===== src/rtl/regfile_pkg.sv =====
// regfile_pkg: shared sizing defaults, address-width helper and address type for the register file
package regfile_pkg;
  localparam int DEFAULT_DATA_W   = 64;
  localparam int DEFAULT_NUM_REGS = 32;
  function automatic int clog2(input int n);
    int r = 0;
    while ((1 << r) < n) r++;
    return r;
  endfunction
  typedef logic [clog2(DEFAULT_NUM_REGS)-1:0] reg_addr_t;
endpackage


===== src/rtl/regfile_sb_core.sv =====
// regfile_sb_core: per-register pending-writeback busy bits with flush > reserve > release priority
module regfile_sb_core
  import regfile_pkg::*;
#(
  parameter int NUM_REGS = DEFAULT_NUM_REGS,
  parameter int ZERO_REG = 1,
  localparam int AW = clog2(NUM_REGS)
) (
  input  logic                clk_i,
  input  logic                rst_ni,
  input  logic                flush_i,
  input  logic                rsv_i,
  input  logic [AW-1:0]       rsv_addr_i,
  input  logic                write_i,
  input  logic [AW-1:0]       write_addr_i,
  output logic [NUM_REGS-1:0] busy_o
);
  logic [NUM_REGS-1:0] busy_q, busy_d;
  // next busy: a reserve beats a same-cycle release since a newer producer is in flight
  always_comb begin
    busy_d = busy_q;
    for (int n = 0; n < NUM_REGS; n++)
      busy_d[n] = flush_i ? 1'b0 :
                  (rsv_i && rsv_addr_i == AW'(n)) ? 1'b1 :
                  (write_i && write_addr_i == AW'(n)) ? 1'b0 : busy_q[n];
    if (ZERO_REG != 0) busy_d[0] = 1'b0;
  end
  // busy vector register
  always_ff @(posedge clk_i or negedge rst_ni)
    if (!rst_ni) busy_q <= '0;
    else busy_q <= busy_d;
  assign busy_o = busy_q;
endmodule


===== src/rtl/regfile_mp_sb.sv =====
// regfile_mp_sb: multi-read-port register file with busy scoreboard; REGFILE_MP_SB_WR_BYPASS_EN enables write-to-read bypass
module regfile_mp_sb
  import regfile_pkg::*;
#(
  parameter int DATA_W   = DEFAULT_DATA_W,
  parameter int NUM_REGS = DEFAULT_NUM_REGS,
  parameter int NUM_RD   = 2,
  parameter int ZERO_REG = 1,
  localparam int AW = clog2(NUM_REGS)
) (
  input  logic                     i_clk,
  input  logic                     i_rst_n,
  input  logic [NUM_RD-1:0]        i_read,
  input  logic [NUM_RD*AW-1:0]     i_read_addr,
  output logic [NUM_RD*DATA_W-1:0] o_read_data,
  output logic [NUM_RD-1:0]        o_read_busy,
  input  logic                     i_write,
  input  logic [AW-1:0]            i_write_addr,
  input  logic [DATA_W-1:0]        i_write_data,
  input  logic                     i_rsv,
  input  logic [AW-1:0]            i_rsv_addr,
  input  logic                     i_flush,
  output logic [NUM_REGS-1:0]      o_busy_vec
);
  logic [DATA_W-1:0]             regs_q [NUM_REGS];
  logic [NUM_REGS-1:0]           busy_vec;
  logic [NUM_RD-1:0][DATA_W-1:0] rd_data_q;
  logic [NUM_RD-1:0]             rd_busy_q;
  logic [DATA_W-1:0]             rd_data_d [NUM_RD];
  logic                          rd_busy_d [NUM_RD];
  logic                          wr_en;
  assign wr_en = i_write && !(ZERO_REG != 0 && i_write_addr == '0);
  regfile_sb_core #(.NUM_REGS(NUM_REGS), .ZERO_REG(ZERO_REG)) u_sb (
    .clk_i       (i_clk),
    .rst_ni      (i_rst_n),
    .flush_i     (i_flush),
    .rsv_i       (i_rsv),
    .rsv_addr_i  (i_rsv_addr),
    .write_i     (i_write),
    .write_addr_i(i_write_addr),
    .busy_o      (busy_vec)
  );
  for (genvar k = 0; k < NUM_RD; k++) begin : g_rd
    logic [AW-1:0] a;
    logic          zr;
    assign a  = i_read_addr[k*AW +: AW];
    assign zr = ZERO_REG != 0 && a == '0;
`ifdef REGFILE_MP_SB_WR_BYPASS_EN
    logic hit;
    assign hit          = i_write && i_write_addr == a;
    assign rd_data_d[k] = zr ? '0 : hit ? i_write_data : regs_q[a];
    assign rd_busy_d[k] = zr ? 1'b0 : hit ? (i_rsv && !i_flush && i_rsv_addr == a) : busy_vec[a];
`else
    assign rd_data_d[k] = zr ? '0 : regs_q[a];
    assign rd_busy_d[k] = zr ? 1'b0 : busy_vec[a];
`endif
  end
  // register storage; writes to the hardwired zero register are dropped
  always_ff @(posedge i_clk or negedge i_rst_n)
    if (!i_rst_n) for (int n = 0; n < NUM_REGS; n++) regs_q[n] <= '0;
    else if (wr_en) regs_q[i_write_addr] <= i_write_data;
  // read ports capture on request and hold otherwise
  always_ff @(posedge i_clk or negedge i_rst_n)
    if (!i_rst_n) begin
      rd_data_q <= '0;
      rd_busy_q <= '0;
    end else
      for (int k = 0; k < NUM_RD; k++)
        if (i_read[k]) begin
          rd_data_q[k] <= rd_data_d[k];
          rd_busy_q[k] <= rd_busy_d[k];
        end
  assign o_read_data = rd_data_q;
  assign o_read_busy = rd_busy_q;
  assign o_busy_vec  = busy_vec;
endmodule


===== config.mk =====
export PLATFORM = sky130hd
export DESIGN_NAME = regfile_mp_sb
export DESIGN_NICKNAME = d
export VERILOG_FILES = /design/src/rtl/regfile_pkg.sv /design/src/rtl/regfile_sb_core.sv /design/src/rtl/regfile_mp_sb.sv
export SDC_FILE = /design/constraint.sdc
export NUM_CORES = 2
export LEC_CHECK = 0
export CORE_MARGIN = 4
export CORE_UTILIZATION = 55
export CTS_BUF_LIST = sky130_fd_sc_hd__clkbuf_16
export CTS_CLUSTER_SIZE = 28
export DETAILED_ROUTE_END_ITERATION = 16
export MAX_ROUTING_LAYER = met4
export PLACE_DENSITY = 0.78
export SLEW_MARGIN = 30
export SYNTH_ARGS = -nofsm -noshare
export SYNTH_HDL_FRONTEND = slang
export SYNTH_HIERARCHICAL = 1
export SYNTH_SLANG_ARGS = --single-unit
export TNS_END_PERCENT = 30

===== constraint.sdc =====
create_clock -name i_clk -period 3.05 [get_ports i_clk]
set_input_delay 0.4575 -clock i_clk [delete_from_list [all_inputs] [get_ports i_clk]]
set_output_delay 0.4575 -clock i_clk [all_outputs]
set_load 0.01 [all_outputs]

# Word level (Yosys, flattened, before mapping)
# Cells that the tools add are included.
dict set report op_classes {
  eq_ne 62
  n_lt_le_gt_ge 6
  n_mul 0
  n_shift 0
  n_reduce_logical 99
  addsub 0
  div 0
  n_bitwise 3
  muxes 110
}
# operator n
set op_table {}
lappend op_table {{$bwmux W2048} 1}
lappend op_table {{$bmux W64 S5} 2}
lappend op_table {{$mux W64} 7}
lappend op_table {{$demux W64 S5} 1}
lappend op_table {{$eq A5 B5 Y1 const B} 32}
lappend op_table {{$mux W1} 97}
lappend op_table {{$reduce_bool A3 Y1} 31}
lappend op_table {{$eq A5 B4 Y1 const B} 16}
lappend op_table {{$logic_and A1 B1 Y1} 64}
lappend op_table {{$eq A5 B3 Y1 const B} 8}
lappend op_table {{$eq A5 B2 Y1 const B} 4}
lappend op_table {{$ge A6 B6 Y1 const B} 3}
lappend op_table {{$not A5 Y6} 3}
lappend op_table {{$logic_not A5 Y1} 3}
lappend op_table {{$lt A5 B6 Y1 const B} 2}
lappend op_table {{$bmux W1 S5} 2}
lappend op_table {{$eq A5 B1 Y1 const B} 2}
lappend op_table {{$lt A6 B1 Y1 const B} 1}
lappend op_table {{$logic_not A1 Y1} 1}
dict set report totals {
  output_inout_bits 162
  latch_bits 0
  n_memories 0
  register_bits 2209
  in_bits 91
  ramBits 0
  elab_cells 347
  rom_bits 0
}

# Longest topological paths before layout
dict set report logic_depth {
  word_depth 6
  depth_mapped 9
}

# Hierarchy
# The synthesis kept the hierarchy.
# mod cells_each area_per_inst_um2 instances
set by_module_without_submodules {}
lappend by_module_without_submodules {regfile_mp_sb 8193 115593.4 1}
lappend by_module_without_submodules {regfile_sb_core 134 1415.1 1}

# Worst setup path before layout
# OpenSTA, ideal clock, no wires.
dict set report synth_path {
  path_kind {input port to flip-flop}
  startpoint {input i_read_addr[6]}
  endpoint {register rd_data_q, in the netlist o_read_data[103]}
  setup_slack_ps 836
  cell_stages 7
  arrival_ps 2094
  setup_ps 120
  t_required_ps 2930
  path_cell_list {buf_2 buf_2 clkbuf_1 mux2i_1 o22ai_1 or3_1 a31o_2}
}
dict set report synth_via {
  elab_chain_len 5
  word_cells_on_any_way 6
}
# element line_no
set synth_rtl {}
lappend synth_rtl {{from (decl)} regfile_mp_sb.sv:14} ;# input logic [NUM_RD*AW-1:0] i_read_addr,
lappend synth_rtl {{$not A5 Y6 (not written as such)} regfile_mp_sb.sv:54} ;# assign rd_data_d[k] = zr ? '0 : regs_q[a];
lappend synth_rtl {{$bmux W64 S5} regfile_mp_sb.sv:54}
lappend synth_rtl {{$mux W64 (not written as such) (2 in a row)} regfile_mp_sb.sv:54}
lappend synth_rtl {{$mux W64 (*)} regfile_mp_sb.sv:54}
lappend synth_rtl {{to (signal, indexed assignment)} regfile_mp_sb.sv:70} ;# rd_data_q[k] <= rd_data_d[k];
lappend synth_rtl {{to (decl)} regfile_mp_sb.sv:27} ;# logic [NUM_RD-1:0][DATA_W-1:0] rd_data_q;
# Mark *: on every way between the ends. The rest lies on a longest branch, timed or not. The select of a mux whose other input is x is not followed.
# A chain may end at the register's enable or synchronous reset.

# Worst setup path after layout
dict set report layout_path {
  startpoint {register u_sb.busy_q[18] (netlist: u_sb/busy_o[18])}
  endpoint {output o_busy_vec[18]}
}
# element line_no
set layout_rtl {}
lappend layout_rtl {{from (decl)} regfile_sb_core.sv:18} ;# logic [NUM_REGS-1:0] busy_q, busy_d;
lappend layout_rtl {{from (signal assigned)} regfile_sb_core.sv:31} ;# else busy_q <= busy_d;
lappend layout_rtl {{to (decl)} regfile_mp_sb.sv:23} ;# output logic [NUM_REGS-1:0] o_busy_vec
# No word-level cell between the ends.

==> impl_metrics.tcl <==
set metrics [dict create \
    startpoint_type "flip-flop" \
    gp_congestion 0.912 \
    min-delay-start "i_read_addr[3]" \
    clk_pin_slew_ns 0.06 \
    power_frac_comb 0.204 \
    fin_worst_skew_ns 0.0470 \
    drcViolationCount 0 \
    grt-ovfl-total 0 \
    syn_area_mm2 0.117 \
    clockRootBuffer "clkbuf_16" \
    clkPwrFrac 0.330 \
    synth-seq-cells 2209 \
    fin_crit_sh 0.963 \
    num-fill-cells 15400 \
    min_path_type "input port to flip-flop" \
    cts_buffer_depth 3 \
    grt_max_degree 164 \
    min_period_ns 2.94 \
    syn2layout_area_growth_pct 13.1 \
    grt_pass1_vias 84100 \
    layout.nets 8437 \
    numPortBuffers 251 \
    yosysTopAreaCellShare 0.472 \
    worstPathCellList "clkdlybuf4s50_1" \
    numCtsBuffers 225 \
    vias_per_cell 7.18 \
    yosysMostFrequentCell "dfrtp_1" \
    critical-path-top-delay-family "buffers and inverters" \
    start_util 0.552 \
    cp.arrival_ns 2.48 \
    internal_power_mw 60.3 \
    antenna_found_initial 30 \
    syn_inst 8327 \
    hold_slack_ns 0.113 \
    status "complete, no violations" \
    finish.instance_area_mm2 0.132 \
    drt_wl_total_um 385000 \
    swShare 0.287 \
    hold_violations 0 \
    core-area_mm2 0.212 \
    worstPathBufferInverterCount 1 \
    r2r_slack_ns 1.09 \
    track_usage 0.354 \
    worst_slew_pin_slew_ns 1.03 \
    ctsHtreeMaxLevel 4 \
    cp_slowest_stage_delay_ns 1.17 \
    min_to "o_read_data[57]" \
    maxCapViolCount 0 \
    antenna_left 0 \
    wl_per_cell_um 33.8 \
    syn_avg_cell_area_um2 14.1 \
    placed_cell_area_mm2 0.125 \
    synth-simple-area-share 0.0323 \
    yosysUniqueCellTypes 69 \
    vias 81700 \
    postCtsSetupBuffers 0 \
    cp_slowest_cell "clkdlybuf4s50_1" \
    reg2reg_depth 4 \
    die_h_um 469 \
    ios 253 \
    hpwl_um 239000 \
    drive_gt1_frac 0.428 \
    timing.rr.end "o_read_data[72]" \
    synthAdderAreaFrac 0 \
    p_per_area_mw_per_mm2 640 \
    dr.pass1.iters 6 \
    synth_area_leader_cell "dfrtp_1" \
    power_leakage_nw 59.0 \
    grt_pass1_wl_um 568000 \
    cp-end-kind "primary output" \
    max_freq_mhz 340 \
    synth_top_family_by_area "multiplexers" \
    synth-compound-area-share 0.0552 \
    yosysSeqAreaShare 0.472 \
    min_path_cells 3 \
    switching_power_mw 24.3 \
    pwr-share-seq 0.465 \
    crit_type "flip-flop to primary output" \
    syn-num-nets 8418 \
    dieArea_mm2 0.220 \
    ir_drop_mv 0.652 \
    synthMuxAreaShare 0.404 \
    synthXorXnorAreaFrac 0 \
    slew_headroom 0.314 \
    cp_data_required_time_ns 2.59 \
    synth_common_cells "dfrtp_1, mux2_2, mux2i_1" \
    setup_viol 0 \
    drt_iter0_drc 10200 \
    p_total_mw 84.6 \
    reg2reg_from "regs_q[1096]" \
    cts_sinks 2209 \
    final_util 0.624 \
    yosys_most_used_dff "dfrtp_1" \
    clk_latency_ns 0.89 \
    core.rowCount 169 \
    crit_fanout 4 \
    synth-edff-count 0 \
    cts_tree "built" \
    yosys_warnings 6 \
    synth.area.top_cells "dfrtp_1, mux2_2, mux4_2" \
    cp.depth 1 \
    die_width_um 469 \
    slew_viol_final 0 \
    rsz0062_at_grt "false" \
    async_flop_share 1.00 \
]
==> cell families after synthesis <==
family	Yosys count
AO/OA/AOI/OAI	842
buffers and inverters	925
flip-flops	2209
multiplexers	3607
other	1
AND/OR/NAND/NOR	743
==> flip-flops by register name, indices dropped and copies added (netlist names) <==
register and count:
regs_q 2048, o_read_data 128, u_sb/busy_o 31, o_read_busy 2
==> power by group through the flow <==
| stage | Clock, mW | Sequential, mW | Combinational, mW |
|---|---|---|---|
| 2_1_floorplan | 0 | 37.8 | 12.4 |
| 4_1_cts | 28.1 | 39.1 | 17.2 |
| 6_report | 28.0 | 39.4 | 17.3 |
| 3_5_place_dp | 0 | 39.5 | 17.1 |
| 3_3_place_gp | 0 | 39.0 | 16.5 |
| 5_1_grt | 29.4 | 39.8 | 18.5 |
==> layout make-up <==
class                      count  area, um2  area share
inverter                      11       48.8    0.000369
clock inverter               193       1680      0.0127
multi-input combinational   5193      57800       0.437
sequential                  2209      55300       0.418
timing repair buffer         706       8180      0.0618
antenna                       30       75.1    0.000567
tap                         2821       3530      0.0267
clock buffer                 227       5680      0.0429
==> placed cells by master, fill, tap and decap left out, types with 50 or more instances in the layout <==
master and count:
dfrtp_1 2209, mux2_2 2041, mux2i_1 832, mux4_2 686
buf_4 267, nand2_1 245, clkbuf_16 227, clkdlybuf4s50_1 209
buf_12 186, o211ai_1 132, nand2b_1 118, a21oi_1 104
o22a_1 95, o22ai_1 79, nor2_1 79, nand3_1 73
a22oi_1 71, clkinv_2 53, a221oi_1 52, or3_1 51
inv_1 50
==> how the worst max path moves through the flow <==
stage	from	end
5_1_grt	u_sb/busy_o[18]	o_busy_vec[18]
2_1_floorplan	i_read_addr[6]	o_read_data[103]
3_3_place_gp	i_write_addr[3]	regs_q[1485]
3_5_place_dp	i_write_addr[4]	regs_q[1834]
4_1_cts	u_sb/busy_o[16]	o_busy_vec[16]
6_report	u_sb/busy_o[18]	o_busy_vec[18]
==> metrics by stage <==
step,setup TNS [ns],setup WS [ns],instances
after detailed placement,-26.55,-0.233,10900
after global placement,-276.49,-0.697,10900
final,0,0.112,11400
after floorplan,0,0.836,8327
after global routing,0,0.122,11400
after CTS,0,0.210,11400
==> layer usage <==
layer,vias up,global-route usage,part of all wire
li1,31900,-,-
met1,43200,0.452,0.37
met2,5300,0.526,0.46
met3,1365,0.0838,0.11
met4,0,0.191,0.062
met5,-,-,0
==> what timing repair did <==
item / 4_1_cts / 5_1_grt
hold endpoints to repair: 612 / 0
hold buffers: 1 / 0
setup endpoints to repair: 0 / 0
resized for setup: 0 / 0
Note: power is estimated with default switching activity, not from simulation.
